[config.mk]
export PLATFORM = sky130hd
export DESIGN_NAME = ioctl_upload_responder
export DESIGN_NICKNAME = d
export VERILOG_FILES = /design/src/rtl/ioctl_upload_responder.sv
export SDC_FILE = /design/constraint.sdc
export NUM_CORES = 1
export LEC_CHECK = 0
export ABC_AREA = 1
export CAP_MARGIN = 5
export CORE_MARGIN = 8
export CORE_UTILIZATION = 41
export CTS_CLUSTER_DIAMETER = 50
export DETAILED_ROUTE_END_ITERATION = 7
export GPL_TIMING_DRIVEN = 0
export PLACE_DENSITY_LB_ADDON = 0.1
export SLEW_MARGIN = 5
export SYNTH_ARGS = -nofsm -noshare
export SYNTH_HDL_FRONTEND = slang
export SYNTH_SLANG_ARGS = --single-unit
[constraint.sdc]
create_clock -name clk -period 4.59 [get_ports clk]
set_input_delay 0.918 -clock clk [delete_from_list [all_inputs] [get_ports clk]]
set_output_delay 0.918 -clock clk [all_outputs]
set_load 0.1 [all_outputs]
[src/rtl/ioctl_upload_responder.sv]
// rtl/ioctl_upload_responder.sv - serves hps_io upload reads from a game core RAM port
//
// Purpose: while hps_io uploads (core -> HPS) with ioctl_index == INDEX, halts the
// game core, then answers each ioctl_rd with a byte from the core's RAM second port
// (or 8'hFF outside SIZE), pacing hps_io with ioctl_wait. Every output is registered.
//
// Ports:
//   clk, reset_n              system clock, asynchronous active-low reset
//   ioctl_upload/index/rd/addr hps_io upload request side
//   ioctl_din, ioctl_wait     returned byte and hold-off back to hps_io
//   pause_req, pause_ack      game core halt handshake
//   ram_addr, ram_rd, ram_dout byte-wide synchronous RAM read port
//   upload_done, byte_count   end-of-upload pulse and bytes served

module ioctl_upload_responder #(
  parameter logic [7:0] INDEX      = 8'd4,
  parameter int         ADDR_W     = 10,
  parameter int         SIZE       = 1024,
  parameter int         RD_LATENCY = 1
) (
  input  logic              clk,
  input  logic              reset_n,
  input  logic              ioctl_upload,
  input  logic [7:0]        ioctl_index,
  input  logic              ioctl_rd,
  input  logic [24:0]       ioctl_addr,
  output logic [7:0]        ioctl_din,
  output logic              ioctl_wait,
  output logic              pause_req,
  input  logic              pause_ack,
  output logic [ADDR_W-1:0] ram_addr,
  output logic              ram_rd,
  input  logic [7:0]        ram_dout,
  output logic              upload_done,
  output logic [ADDR_W:0]   byte_count
);

  typedef enum logic [1:0] {S_IDLE, S_PAUSE, S_READY, S_FETCH} state_t;

  localparam logic [24:0]   SIZE_L = 25'(SIZE);
  localparam logic [1:0]    LAT_L  = 2'(RD_LATENCY);
  localparam logic [ADDR_W:0] ONE  = {{ADDR_W{1'b0}}, 1'b1};

  state_t              state_q, state_d;
  logic [7:0]          din_q, din_d;
  logic                wait_q, wait_d;
  logic                pause_q, pause_d;
  logic [ADDR_W-1:0]   ram_addr_q, ram_addr_d;
  logic                ram_rd_q, ram_rd_d;
  logic                done_q, done_d;
  logic [ADDR_W:0]     count_q, count_d;
  logic [1:0]          lat_q, lat_d;
  // Set once READY is reached; decides whether an abort is a completed upload.
  logic                ready_seen_q, ready_seen_d;

  logic                active;
  logic                in_range;
  logic [ADDR_W:0]     count_inc;

  assign active    = ioctl_upload && (ioctl_index == INDEX);
  // Full 25-bit compare so any upper address bit lands out of range.
  assign in_range  = ioctl_addr < SIZE_L;
  assign count_inc = (&count_q) ? count_q : count_q + ONE;

  always_comb begin
    state_d      = state_q;
    din_d        = din_q;
    wait_d       = wait_q;
    pause_d      = pause_q;
    ram_addr_d   = ram_addr_q;
    ram_rd_d     = 1'b0;
    done_d       = 1'b0;
    count_d      = count_q;
    lat_d        = lat_q;
    ready_seen_d = ready_seen_q;

    if (state_q == S_IDLE) begin
      if (active) begin
        state_d      = S_PAUSE;
        pause_d      = 1'b1;
        wait_d       = 1'b1;
        count_d      = '0;
        ready_seen_d = 1'b0;
      end
    end else if (!active) begin
      // Abort from any busy state; an in-flight fetch is simply dropped.
      state_d = S_IDLE;
      pause_d = 1'b0;
      wait_d  = 1'b0;
      done_d  = ready_seen_q;
    end else begin
      case (state_q)
        S_PAUSE: begin
          if (pause_ack) begin
            state_d      = S_READY;
            wait_d       = 1'b0;
            ready_seen_d = 1'b1;
          end
        end
        S_READY: begin
          if (ioctl_rd) begin
            if (in_range) begin
              state_d    = S_FETCH;
              ram_addr_d = ioctl_addr[ADDR_W-1:0];
              ram_rd_d   = 1'b1;
              wait_d     = 1'b1;
              lat_d      = LAT_L;
            end else begin
              din_d   = 8'hFF;
              count_d = count_inc;
            end
          end
        end
        S_FETCH: begin
          if (lat_q == 2'd1) begin
            state_d = S_READY;
            din_d   = ram_dout;
            wait_d  = 1'b0;
            count_d = count_inc;
          end else begin
            lat_d = lat_q - 2'd1;
          end
        end
        default: state_d = S_IDLE;
      endcase
    end
  end

  always_ff @(posedge clk or negedge reset_n) begin
    if (!reset_n) begin
      state_q      <= S_IDLE;
      din_q        <= '0;
      wait_q       <= 1'b0;
      pause_q      <= 1'b0;
      ram_addr_q   <= '0;
      ram_rd_q     <= 1'b0;
      done_q       <= 1'b0;
      count_q      <= '0;
      lat_q        <= '0;
      ready_seen_q <= 1'b0;
    end else begin
      state_q      <= state_d;
      din_q        <= din_d;
      wait_q       <= wait_d;
      pause_q      <= pause_d;
      ram_addr_q   <= ram_addr_d;
      ram_rd_q     <= ram_rd_d;
      done_q       <= done_d;
      count_q      <= count_d;
      lat_q        <= lat_d;
      ready_seen_q <= ready_seen_d;
    end
  end

  assign ioctl_din   = din_q;
  assign ioctl_wait  = wait_q;
  assign pause_req   = pause_q;
  assign ram_addr    = ram_addr_q;
  assign ram_rd      = ram_rd_q;
  assign upload_done = done_q;
  assign byte_count  = count_q;

endmodule

-- After elaboration in Yosys (flattened, before gate mapping)
Cells that the tools add are included.
- logic and storage cells: 95
- flip-flop bits (word level): 38
- bits of input ports: 46
- output and inout bits: 33
- bitwise gates (word level): 1
- order comparisons: 1
- reduce and logical (&&, ||, !) cells: 16
- mux-type cells: 45
- eq/ne operators: 20
- $add $sub $neg: 2
- operator list (operator ; count):
    2-to-1 mux 11 bit ; 7
    less-than comparator 25 x 11 -> 1 bit, second input constant ; 1
    2-to-1 mux 8 bit ; 3
    one-hot mux 11 bit (2 select lines) ; 1
    2-to-1 mux 1 bit ; 20
    2-to-1 mux 2 bit ; 10
    AND reduction 6 bit ; 3
    != test 4 bit, second input constant ; 4
    one-hot mux 8 bit (2 select lines) ; 1
    AND reduction 5 bit ; 3
    != test 2 bit, second input constant ; 6
    adder 11 x 1 -> 11 bit, second input constant ; 1
    AND reduction 11 bit ; 1
    != test 3 bit, second input constant ; 3
    equality test 8 x 3 -> 1 bit, second input constant ; 1
    nonzero test 2 bit ; 4
    one-hot mux 2 bit (3 select lines) ; 1
    != test 5 x 1 -> 1 bit, second input constant ; 1
    equality test 2 x 1 -> 1 bit, second input constant ; 2
    equality test 2 bit, second input constant ; 2
    one-hot mux 2 bit (2 select lines) ; 1
    one-hot mux 1 bit (3 select lines) ; 1
    AND reduction 3 bit ; 1
    nonzero test 3 bit ; 1
    other kinds (6) ; 6

-- Longest topological paths before layout
- depth in word-level cells: 7
- mapped depth: 12
- gate-level depth less buffers: 12

-- Least setup slack after synthesis
OpenSTA, ideal clock, no wires.
- kind: flip-flop to flip-flop
- from: register count_q[0] (netlist: byte_count[0])
- to: register count_q[0] (netlist: byte_count[0])
- slack: 2.381 ns
- stages on the path, launching flop included: 10
- library setup time: 0.123 ns
- data arrival time: 2.086 ns
- buffers on the path: 1
- required time: 4.467 ns
- cells stage by stage: dfrtp_1 -> ha_1 -> nand3_1 -> inv_1 -> nand4_1 -> nand2_1 -> nor2_2 -> buf_2 -> nand3_1 -> nand2_1
- cells in the longest elaborated chain, start to end: 7
- elaborated cells between the ends (all ways): 9
- classes of those cells: add/sub: 1; mux: 7; reduce/logical: 1
- ends and longest elaborated chain (what ; RTL line ; text):
    start, declared ; 51 ; logic [ADDR_W:0] count_q, count_d;
    start signal, assigned ; 149 ; count_q <= count_d;
    adder 11 x 1 -> 11 bit or AND reduction 11 bit (tied branches) ; 63 ; assign count_inc = (&count_q) ? count_q : count_q + ONE;
    2-to-1 mux 11 bit (*) ; 63 ;
    2-to-1 mux 11 bit ; 102 ; if (in_range) begin
    2-to-1 mux 11 bit ; 101 ; if (ioctl_rd) begin
    one-hot mux 11 bit (2 select lines) (*) ; 92 ; case (state_q)
    2-to-1 mux 11 bit (*) ; 85 ; end else if (!active) begin
    2-to-1 mux 11 bit (*) ; 77 ; if (state_q == S_IDLE) begin
Every way passes the cells marked *; elsewhere a longest branch is shown, timed or not. The select of a mux whose other input is x is not followed.
A chain may end at the register's enable or synchronous reset.

-- Final worst setup path
- from: register count_q[2] (netlist: byte_count[2])
- to: output port byte_count[2]
- RTL lines (what ; RTL line ; text):
    end, declared ; 35 ; output logic [ADDR_W:0] byte_count
No word-level cell between the ends.

==> results.py <==
metrics = {
    "critical_path": {
        "reg2reg_from": "state_q[1]",
        "endpoint": "byte_count[2]",
        "critical_path.top_delay_family": "buffers and inverters",
        "critPathBufInv": 1,
        "critical_path_class": "flop to primary output",
        "worstPathMaxFanout": 7,
        "regToRegSetupSlack_ns": 2.57,
        "arrival_ns": 1.96,
        "crit_cells": 1,
        "cp-startpoint": "byte_count[2]",
        "start_kind": "flop",
        "end_kind": "primary output",
        "cp.required_ns": 3.67,
        "r2r_end": "ioctl_wait",
        "crit_path_cell_trace": "clkdlybuf4s50_1",
        "critPathMaxStageDelay_ns": 1.20,
        "rr_worst_depth": 9,
        "crit_slowest_cell": "clkdlybuf4s50_1",
    },
    "cells_and_area": {
        "syn2layout_area_growth_pct": 45.26,
        "drive_gt1_share_pct": 9.367,
        "layout_common_cells": "nand2_1 (119), clkdlybuf4s50_1 (77), nor2_1 (42)",
        "fin_cells": 465,
        "num-fill-cells": 500,
        "fin_nets": 446,
        "n_antenna_cell": 0,
        "final_common_cell": "nand2_1",
    },
    "grt": {
        "grt_start_max_net_pins": 28,
        "grtUsageTotal_pct": 15.27,
        "antenna_found_initial": 0,
        "grt_pass1_vias": 2158,
        "overflow": 0,
        "grt_first_pass_wirelength_mm": 9.625,
    },
    "detailed_routing": {
        "finalWirelength_mm": 5.616,
        "dr.first_iter.drc_count": 68,
        "routedWlPerCell_microns": 12.08,
        "drt-vias-per-instance": 4.613,
        "vias": 2145,
        "dr.pass1.iters": 4,
        "ant_nets": 0,
        "drc": 0,
    },
    "yosys": {
        "synth-compound-area-share_pct": 2.683,
        "synth_cell_type_count": 24,
        "yosys.area_share.simple_pct": 41.15,
        "yosysWarnings": 0,
        "ys_seq_elements": 38,
        "synth_top_family_by_area": "simple AND/OR/NAND/NOR gates",
        "netlist_instances": 308,
        "synth_xor_area_share_pct": 1.998,
        "syn_nets": 360,
        "synth_fa_ha_area_share_pct": 3.425,
        "synth_area_sq_um": 2192,
        "synth_area_per_cell_sq_um": 7.117,
        "yosysSeqAreaShare_pct": 43.38,
        "synth.area.mux_share_pct": 0,
    },
    "placement": {
        "io_buffers": 78,
        "dpl.hpwl_mm": 4.370,
        "gp_congestion": 0.8195,
        "dp_cells": 457,
    },
    "worst_hold_path": {
        "hold_class": "flop to flop",
    },
    "run_status": {
        "status": "complete, no violations",
    },
    "cts": {
        "cts_tree": "built",
        "post-cts-setup-buffer-count": 0,
        "path_clk_slew_ns": 0.08,
        "cts.htree.levels": 2,
        "insertion_delay_ns": 0.29,
        "clockRootBuffer": "clkbuf_8",
        "cts.path.max_buffers": 2,
        "cts_sinks": 38,
        "cts-hold-fix-buffers": 0,
        "cts_inserted_buffers": 5,
        "cts_resized": 0,
    },
    "timing": {
        "finalCritPeriodShare_pct": 62.76,
        "max_freq_mhz": 347.1,
        "setup_viol_count_final": 0,
        "fin_skew_ns": 0.009664,
        "worstMarginPinSlew_ns": 1.005,
        "post-route-min-period_ns": 2.881,
        "slew_violations": 0,
        "hold_viol_final": 0,
        "setup_tns_ns": 0,
        "rsz0062_at_grt": "false",
        "slew_headroom_pct": 32.82,
    },
    "floorplanning": {
        "core_area_sq_um": 5140,
        "design.portCount": 79,
        "rows": 26,
        "initial_utilization_pct": 42.65,
        "fp.dieH_microns": 89.12,
        "dieArea_sq_um": 7942,
        "die_w_microns": 89.12,
    },
    "power": {
        "power.density_nw_per_um2": 304.4,
        "ir_worst_vdd_uv": 369.2,
        "p_leak_nw": 1.557,
    },
    "flow_run": {
        "maxCapViolCount": 0,
    },
}
[power by group]
group | total (mW) | internal (mW) | switching [mW]
logic | 0.310 | 0.0995 | 0.211
registers | 0.373 | 0.356 | 0.0167
clock network | 0.286 | 0.160 | 0.126
[layer usage]
layer  part of all wire, %  GRT usage, %  vias to the layer above  wire length (microns)
met1                    44         17.71                      959                   2482
li1                      -             -                     1126                      -
met4                   1.1         5.287                        0                     59
met5                     0             0                        -                      0
met3                   6.8         4.412                        5                    380
met2                    48         26.20                       55                   2693
[sequential cells by signal, summed over array words and instances (netlist names)]
signal	cells
lat_q	2
ram_rd	1
byte_count	11
ioctl_wait	1
state_q	2
ioctl_din	8
pause_req	1
upload_done	1
ready_seen_q	1
ram_addr	10
[worst min path at each step]
stage	slack, ns	endpoint	startpoint	cells past startpoint
finish	0.47	ioctl_din[4]	ioctl_din[4]	2
global route	0.50	ioctl_wait	ioctl_wait	2
CTS	0.48	ioctl_din[0]	ioctl_din[0]	2
detailed placement	0.46	ioctl_din[0]	ioctl_din[0]	2
global placement	0.45	ioctl_din[6]	ioctl_din[6]	2
floorplan	0.44	lat_q[1]	lat_q[1]	2
[cell type report]
cell class                 instances  area (sq um)  share of cell area, %
multi-input combinational        234          1080                  33.91
sequential                        38         950.9                  29.86
timing repair buffer              79         795.8                  24.99
inverter                          29         108.9                  3.418
tap                               70         87.58                  2.750
clock buffer                       5         68.82                  2.161
buffer                             7         52.55                  1.650
clock inverter                     3         40.04                  1.257
[metrics by stage]
stage | utilization [%] | power, mW | setup slack (ns) | cell area, sq um | hold WS, ns
after floorplan | - | 0.5835 | 2.381 | 2192 | 0.4419
after global placement | 59.54 | 0.6859 | 1.634 | 3060 | 0.4543
after detailed placement | 59.83 | 0.6896 | 1.763 | 3075 | 0.4575
after CTS | 61.95 | 0.9755 | 1.692 | 3184 | 0.4779
after global routing | 61.95 | 1.020 | 1.658 | 3184 | 0.5025
final | 61.95 | 0.9693 | 1.709 | 3184 | 0.4714
[cells in the mapped netlist]
library cell / count / area (sq um)
a21oi_1: 4 / 20.02
a21oi_2: 1 / 8.760
a31oi_1: 1 / 6.260
buf_2: 3 / 15.01
buf_4: 2 / 15.01
buf_6: 2 / 22.52
dfrtp_1: 38 / 950.9
ha_1: 6 / 75.07
inv_1: 25 / 93.84
inv_2: 4 / 15.01
nand2_1: 119 / 446.7
nand2_2: 4 / 25.02
nand3_1: 31 / 155.2
nand3b_1: 1 / 7.510
nand4_1: 6 / 37.54
nor2_1: 42 / 157.7
nor2_2: 1 / 6.260
nor2_4: 1 / 11.26
nor3_1: 1 / 5.000
o21ai_2: 1 / 8.760
o21bai_1: 2 / 15.01
or2_2: 8 / 50.05
xnor2_1: 3 / 26.28
xor2_1: 2 / 17.52
[logic make-up (layout without fill, tap and decap cells)]
logic type | after synthesis | count (layout)
AO/OA/AOI/OAI | 9 | 9
XOR/XNOR | 5 | 5
adder cells (fa/ha/maj) | 6 | 6
buffers and inverters | 36 | 123
flip-flops | 38 | 38
AND/OR/NAND/NOR | 214 | 214
No activity file was read; power rests on OpenSTA's default activity.
